**src/rtl/sobel_pkg.sv**
```systemverilog
// sobel_pkg: shared gray coefficients, default frame size and pad FSM states.
package sobel_pkg;
  localparam int IMG_W_DEF = 480;
  localparam int IMG_H_DEF = 360;
  localparam int COEF_R = 1224;
  localparam int COEF_G = 2404;
  localparam int COEF_B = 466;
  localparam int GRAY_SHIFT = 12;
  typedef enum logic [1:0] {IDLE, RUN, DRAIN, DONE} pad_state_t;
endpackage

```
**src/rtl/sobel_pad_streamer_rgb2gray.sv**
```systemverilog
// rgb2gray: fixed-point RGB to 8-bit gray; SOBEL_GRAY_ROUND_EN selects round-to-nearest over truncation.
module rgb2gray
  import sobel_pkg::*;
(
  input  logic [7:0] r_i,
  input  logic [7:0] g_i,
  input  logic [7:0] b_i,
  output logic [7:0] gray_o
);
`ifdef SOBEL_GRAY_ROUND_EN
  localparam logic [19:0] RND = 20'(1 << (GRAY_SHIFT - 1));
`else
  localparam logic [19:0] RND = 20'd0;
`endif
  logic [19:0] sum;
  // Worst case stays below 2^20 even with rounding, so no saturation.
  assign sum = 20'(r_i) * 20'(COEF_R) + 20'(g_i) * 20'(COEF_G) + 20'(b_i) * 20'(COEF_B) + RND;
  assign gray_o = sum[GRAY_SHIFT +: 8];
endmodule

```
**src/rtl/sobel_pad_streamer.sv**
```systemverilog
// sobel_pad_streamer: converts raster RGB to gray and emits it with a one-pixel zero border.
// Optional round-to-nearest gray via SOBEL_GRAY_ROUND_EN (in rgb2gray).
module sobel_pad_streamer
  import sobel_pkg::*;
#(
  parameter int IMG_W = IMG_W_DEF,
  parameter int IMG_H = IMG_H_DEF,
  parameter int CNT_W = 9
) (
  input  logic       clk,
  input  logic       rst,
  input  logic       start,
  input  logic       in_valid,
  output logic       in_ready,
  input  logic [7:0] in_r,
  input  logic [7:0] in_g,
  input  logic [7:0] in_b,
  output logic       out_valid,
  input  logic       out_ready,
  output logic [7:0] out_data,
  output logic       busy,
  output logic       frame_done
);
  localparam logic [CNT_W-1:0] COL_END = CNT_W'(IMG_W + 1);
  localparam logic [CNT_W-1:0] ROW_END = CNT_W'(IMG_H + 1);
  pad_state_t state_q, state_d;
  logic [CNT_W-1:0] row_q, row_d, col_q, col_d;
  logic out_valid_q, out_valid_d;
  logic [7:0] out_data_q, out_data_d, gray;
  logic free, border, last, load;
  rgb2gray u_gray (
    .r_i(in_r),
    .g_i(in_g),
    .b_i(in_b),
    .gray_o(gray)
  );
  assign free = !out_valid_q || out_ready;
  assign border = row_q == '0 || row_q == ROW_END || col_q == '0 || col_q == COL_END;
  assign last = row_q == ROW_END && col_q == COL_END;
  assign in_ready = state_q == RUN && free && !border;
  // Border slots self-fill; interior slots wait for an input handshake.
  assign load = state_q == RUN && free && (border || in_valid);
  assign out_valid = out_valid_q;
  assign out_data = out_data_q;
  assign busy = state_q == RUN || state_q == DRAIN;
  assign frame_done = state_q == DONE;
  always_comb begin
    state_d = state_q;
    row_d = row_q;
    col_d = col_q;
    out_valid_d = out_valid_q;
    out_data_d = out_data_q;
    case (state_q)
      IDLE: if (start) begin
        state_d = RUN;
        row_d = '0;
        col_d = '0;
      end
      RUN: if (load) begin
        out_valid_d = 1'b1;
        out_data_d = border ? 8'd0 : gray;
        col_d = col_q == COL_END ? '0 : col_q + 1'b1;
        row_d = col_q == COL_END ? row_q + 1'b1 : row_q;
        state_d = last ? DRAIN : RUN;
      end else if (free) out_valid_d = 1'b0;
      DRAIN: if (out_ready) begin
        out_valid_d = 1'b0;
        state_d = DONE;
      end
      DONE: state_d = IDLE;
      default: state_d = IDLE;
    endcase
  end
  always_ff @(posedge clk) begin
    if (rst) begin
      state_q <= IDLE;
      row_q <= '0;
      col_q <= '0;
      out_valid_q <= 1'b0;
      out_data_q <= '0;
    end else begin
      state_q <= state_d;
      row_q <= row_d;
      col_q <= col_d;
      out_valid_q <= out_valid_d;
      out_data_q <= out_data_d;
    end
  end
endmodule

```
**config.mk**
```make
export PLATFORM = sky130hd
export DESIGN_NAME = sobel_pad_streamer
export DESIGN_NICKNAME = d
export VERILOG_FILES = /design/src/rtl/sobel_pkg.sv /design/src/rtl/sobel_pad_streamer_rgb2gray.sv /design/src/rtl/sobel_pad_streamer.sv
export SDC_FILE = /design/constraint.sdc
export NUM_CORES = 1
export LEC_CHECK = 0
export ABC_AREA = 0
export BUFFER_PORTS_ARGS = -buffer_cell sky130_fd_sc_hd__buf_4
export CORE_UTILIZATION = 35
export CTS_BUF_LIST = sky130_fd_sc_hd__clkbuf_8
export CTS_CLUSTER_DIAMETER = 120
export DETAILED_ROUTE_END_ITERATION = 6
export PLACE_DENSITY = 0.61
export SLEW_MARGIN = 10
export SYNTH_ARGS = -nofsm -noshare
export SYNTH_HDL_FRONTEND = slang
export SYNTH_SLANG_ARGS = --single-unit
```
**constraint.sdc**
```tcl
create_clock -name clk -period 10.7 [get_ports clk]
set_input_delay 1.605 -clock clk [delete_from_list [all_inputs] [get_ports clk]]
set_output_delay 1.605 -clock clk [all_outputs]
set_load 0.01 [all_outputs]
```
=== Word-level counts from Yosys, hierarchy flattened ===
Index checks and enable logic that the tools add are counted.

* Logic and storage cells: 61
* Bits of input ports: 29
* Memories kept: 0
* Memory bits (writable): 0
* Output and inout bits: 12
* Bits in registers: 29
* Latch bits: 0
* ROM bits: 0

* Mux-type cells: 17
* Equality and inequality tests: 10
* $add $sub $neg: 4
* Shift operators: 0
* Magnitude comparators: 0
* Multipliers: 3
* Reduce and logical (&&, ||, !) cells: 22
* Bitwise logic cells: 0
* Divide/modulo/power cells: 0

{| class="wikitable"
|+ Operators by type and width
! cell !! count
|-
| two-way mux 9 bit || 5
|-
| case mux 9 bit (2 select lines) || 2
|-
| multiplier 8 x 8 -> 16 bit (second input constant) || 2
|-
| adder 19 x 20 -> 20 bit || 1
|-
| adder 20 x 17 -> 20 bit || 1
|-
| adder 9 x 1 -> 9 bit (second input constant) || 2
|-
| equality test 9 bit (second input constant) || 2
|-
| zero test 9 bit || 2
|-
| multiplier 8 x 10 -> 18 bit (second input constant) || 1
|-
| AND reduction 3 bit || 3
|-
| two-way mux 2 bit || 4
|-
| two-way mux 8 bit || 1
|-
| != test 2 bit (second input constant) || 4
|-
| case mux 2 bit (4 select lines) || 1
|-
| logical OR 1 bit || 6
|-
| equality test 2 bit (second input constant) || 2
|-
| logical AND 1 bit || 4
|-
| AND reduction 4 bit || 1
|-
| nonzero test 2 bit || 2
|-
| two-way mux 1 bit || 3
|-
| != test 3 bit (second input constant) || 1
|-
| equality test 2 x 1 -> 1 bit (second input constant) || 1
|-
| zero test 1 bit || 2
|-
| zero test 2 bit || 1
|-
| 2 further kinds || 2
|}

=== Depth between registers and ports, before layout ===
* Word-level depth: 8
* Gate-level depth with buffers: 24
* Gate-level depth less buffers: 24

=== Modules after synthesis ===
A second synthesis with hierarchy kept.

* Cells, all modules: 645
* Area total of the unflattened synthesis: 5859.4 µm²

{| class="wikitable"
|+ By module, submodules not included
! module !! seq. area each (µm²) !! instances !! cells each !! area an instance (µm²)
|-
| rgb2gray || 0.0 || 1 || 432 || 4087.7
|-
| sobel_pad_streamer || 580.6 || 1 || 213 || 1771.7
|}

=== Worst setup path after synthesis ===
OpenSTA, ideal clock, no wires.

* Path type: input -> register
* Start: in in_b[0]
* End: reg out_data_q[7], in the netlist out_data[7]
* Library setup time: 0.117 ns
* Stages on the path: 22
* Buffers on the path: 0
* Data required time: 10.583 ns
* Path slack: 3.444 ns
* Arrival time: 7.140 ns
* Path through: fa_1 fa_1 fa_1 ha_1 ha_1 a21o_1 a21oi_1 o21bai_1 a21oi_1 o21ai_1 or4_1 and3_1 fa_1 inv_1 ha_1 a21o_1 a211o_1 nor3_1 nand3_1 nor3b_1 xor2_1 a22o_1

* Word-level cells in the longest chain between the ends: 3

{| class="wikitable"
|+ Ends and longest elaborated chain
! item !! RTL line !! RTL
|-
| start, declared || sobel_pad_streamer.sv:17 || <nowiki>input logic [7:0] in_b,</nowiki>
|-
| multiplier 8 x 8 -> 16 bit || sobel_pad_streamer_rgb2gray.sv:17 || <nowiki>assign sum = 20'(r_i) * 20'(COEF_R) + 20'(g_i) * 20'(COEF_G) + 20'(b_i) * 20'(COEF_B) + RND;</nowiki>
|-
| adder 20 x 17 -> 20 bit || sobel_pad_streamer_rgb2gray.sv:17 ||
|-
| two-way mux 8 bit || sobel_pad_streamer.sv:61 || <nowiki>out_data_d = border ? 8'd0 : gray;</nowiki>
|-
| end signal, assigned || sobel_pad_streamer.sv:86 || <nowiki>out_data_q <= out_data_d;</nowiki>
|-
| end, declared || sobel_pad_streamer.sv:29 || <nowiki>logic [7:0] out_data_q, out_data_d, gray;</nowiki>
|}

Every way passes these cells.
A chain may end at the register's enable or synchronous reset.

=== Worst setup path after layout ===
Ends and elaborated chain as after synthesis.

==> impl_metrics.tcl <==
set metrics [dict create \
    status "finished clean" \
    place_congestion 0.816 \
    hold_end "out_data[4]" \
    fin_crit_sh_pct 70.1 \
    start_util_pct 36.3 \
    design_area_sq_um 6230 \
    synth-seq-cells 29 \
    placed_cell_area_sq_um 6140 \
    required_ps 10880 \
    die_area_sq_um 16500 \
    dr.first_iter.drc_count 152 \
    die_width_microns 129 \
    synth-warning-count 0 \
    p_total_w 0.00160 \
    cp_max_fo 5 \
    cts-buffers-inserted 5 \
    hold_violations 0 \
    syn_to_final_growth_pct 11.2 \
    grt_max_degree 13 \
    yosysTopAreaCellShare_pct 32.8 \
    rsz0062_at_grt "no" \
    synthFlopType "dfxtp_1" \
    hold_ws_ps 487 \
    hp-class "reg -> reg" \
    worstSetupStartpointType "input port" \
    finalCriticalPeriod_ps 7500 \
    postCtsHoldBufs 0 \
    overflow 0 \
    r2r_slack_ps 8310 \
    worstMarginPinSlew_ps 639 \
    fmax_mhz 133 \
    synth_area_leader_cell "ha_1" \
    row_count 45 \
    critPathKind "in -> reg" \
    hp-start "out_data[4]" \
    antenna_found_initial 0 \
    worstSkewPairLatency_ps 280 \
    clockBufferDepth 2 \
    seq_area_frac_synth_pct 10.4 \
    async_reset_ff_share_pct 0 \
    powerDensity_nw_per_um2 257 \
    cts_tree "yes" \
    ctsResizeCount 0 \
    vias_per_cell 4.94 \
    postCtsSetupRepairBufs 0 \
    clk_pin_slew_ps 70 \
    wl_per_cell_microns 12.8 \
    vdd_drop_max_mv 0.180 \
    drc_errors 0 \
    dr.pass1.iters 4 \
    grt_pass1_wl_microns 19900 \
    ant_nets 0 \
    drive_gt1_share_pct 8.57 \
    hold_depth 1 \
    final_nets 888 \
    layout_commonest_cell "ha_1" \
    relSlewSlack_pct 57.1 \
    synthDistinctLibCells 58 \
    synth_edf_count 0 \
    clock_sinks 29 \
    cellLeakagePower_nw 3.21 \
    grt_pass1_vias 4409 \
    rr_worst_depth 9 \
    endpoint_kind "flop" \
    setup-tns-final_ps 0 \
    maxCapViolCount 0 \
    antenna_cells 0 \
    r2r_start "col_q[0]" \
    crit_arrival_ps 7670 \
    synth_nets 846 \
    vias 4330 \
    syn_inst 622 \
    syn-cell-area_sq_um 5600 \
    setup_viol 0 \
    port_buffers 40 \
    routed_wl_microns 11300 \
    final_cell_mix "ha_1, inv_1, fa_1" \
    ioPinCount 41 \
    slew_viol_final 0 \
    ys_top_cells_by_area "ha_1, fa_1, dfxtp_1" \
    grtUsageTotal_pct 14.6 \
    root_buffer "clkbuf_8" \
    synth_area_per_cell_sq_um 9.01 \
    r2r_end "col_q[8]" \
    dieHeight_microns 129 \
    core-area_sq_um 15400 \
    dp_hpwl_microns 10100 \
    skew_ps 8.32 \
    htreeDepth 2 \
]
sequential cells by signal (all words and copies together) (netlist names), named ones only:
name,count
col_q,9
row_q,9
out_data,8
out_valid,1
state_q,1
final cells by class:
class,count,area (sq um)
timing repair buffer,40,300
fill,1592,9200
clock inverter,3,17.5
tap,211,264
clock buffer,5,68.8
multi-input combinational,476,4580
sequential,29,581
inverter,112,420
per-stage QoR:
stage | setup WS, ps | cells | util, %
3_3_place_gp | 3040 | 868 | 39.8
5_1_grt | 2890 | 876 | 40.4
2_1_floorplan | 3440 | 622 | -
4_1_cts | 3220 | 876 | 40.4
6_report | 3200 | 876 | 40.4
3_5_place_dp | 2900 | 868 | 39.8
worst max-delay path: stages:
cell      delay, ps
buf_4           130
fa_1            550
fa_1            430
fa_1            470
ha_1            300
ha_1            330
a21o_1          190
a21oi_1         220
o21bai_1        100
a21oi_1         240
o21ai_1         170
or4_1           480
and3_1          210
fa_1            530
inv_1            40
ha_1            350
a21o_1          180
a211o_1         320
a21oi_1         140
o22ai_1         100
nor3b_1         250
xor2_1          110
a22o_1          210
worst max-delay path by stage:
stage	end	startpoint	depth (start not counted)
after floorplan	out_data[7]	in_b[0]	22
after global placement	out_data[7]	in_b[0]	23
after detailed placement	out_data[7]	in_b[0]	23
after CTS	out_data[7]	in_b[0]	23
after global routing	out_data[7]	in_b[0]	23
final	out_data[7]	in_b[0]	23
synthesized netlist by cell type (4+ instances only):
cell / number
nand4_1: 7
o21bai_1: 5
o31ai_1: 4
fa_1: 48
xnor2_1: 18
a21o_1: 12
and3_1: 8
inv_1: 112
o21ai_0: 16
nand3_1: 16
nand2_1: 28
nand2b_1: 5
nor2_1: 29
xor2_1: 25
nor3_1: 7
dfxtp_1: 29
a21oi_1: 39
ha_1: 147
o21ai_1: 4
a22o_1: 6
power breakdown:
group	switching (W)	leakage [nW]	total, W	internal [W]
combinational	0.000786	2.93	0.00140	0.000609
sequential	0.00000462	0.234	0.000117	0.000112
clock	0.0000424	0.0439	0.0000872	0.0000447
total	0.000833	3.21	0.00160	0.000766
routing by layer:
| metal | GRT usage [%] | up-vias | part of all wire (%) |
|---|---|---|---|
| met2 | 28.1 | 40 | 51 |
| met1 | 18.0 | 2067 | 47 |
| met3 | 1.25 | 5 | 1.4 |
| li1 | - | 2218 | - |
| met5 | 0 | - | 0 |
| met4 | 1.59 | 0 | 0.36 |
kinds of logic after synthesis:
kind of cell             Yosys count  share of synthesized area, %
AO/OA/AOI/OAI                    113                          13.3
XOR/XNOR                          43                          6.72
adder cells (fa/ha/maj)          195                          50.0
buffers and inverters            117                          7.93
flip-flops                        29                          10.4
multiplexers                       2                         0.424
AND/OR/NAND/NOR                  123                          11.3
Note: power is estimated with default switching activity, not from simulation.
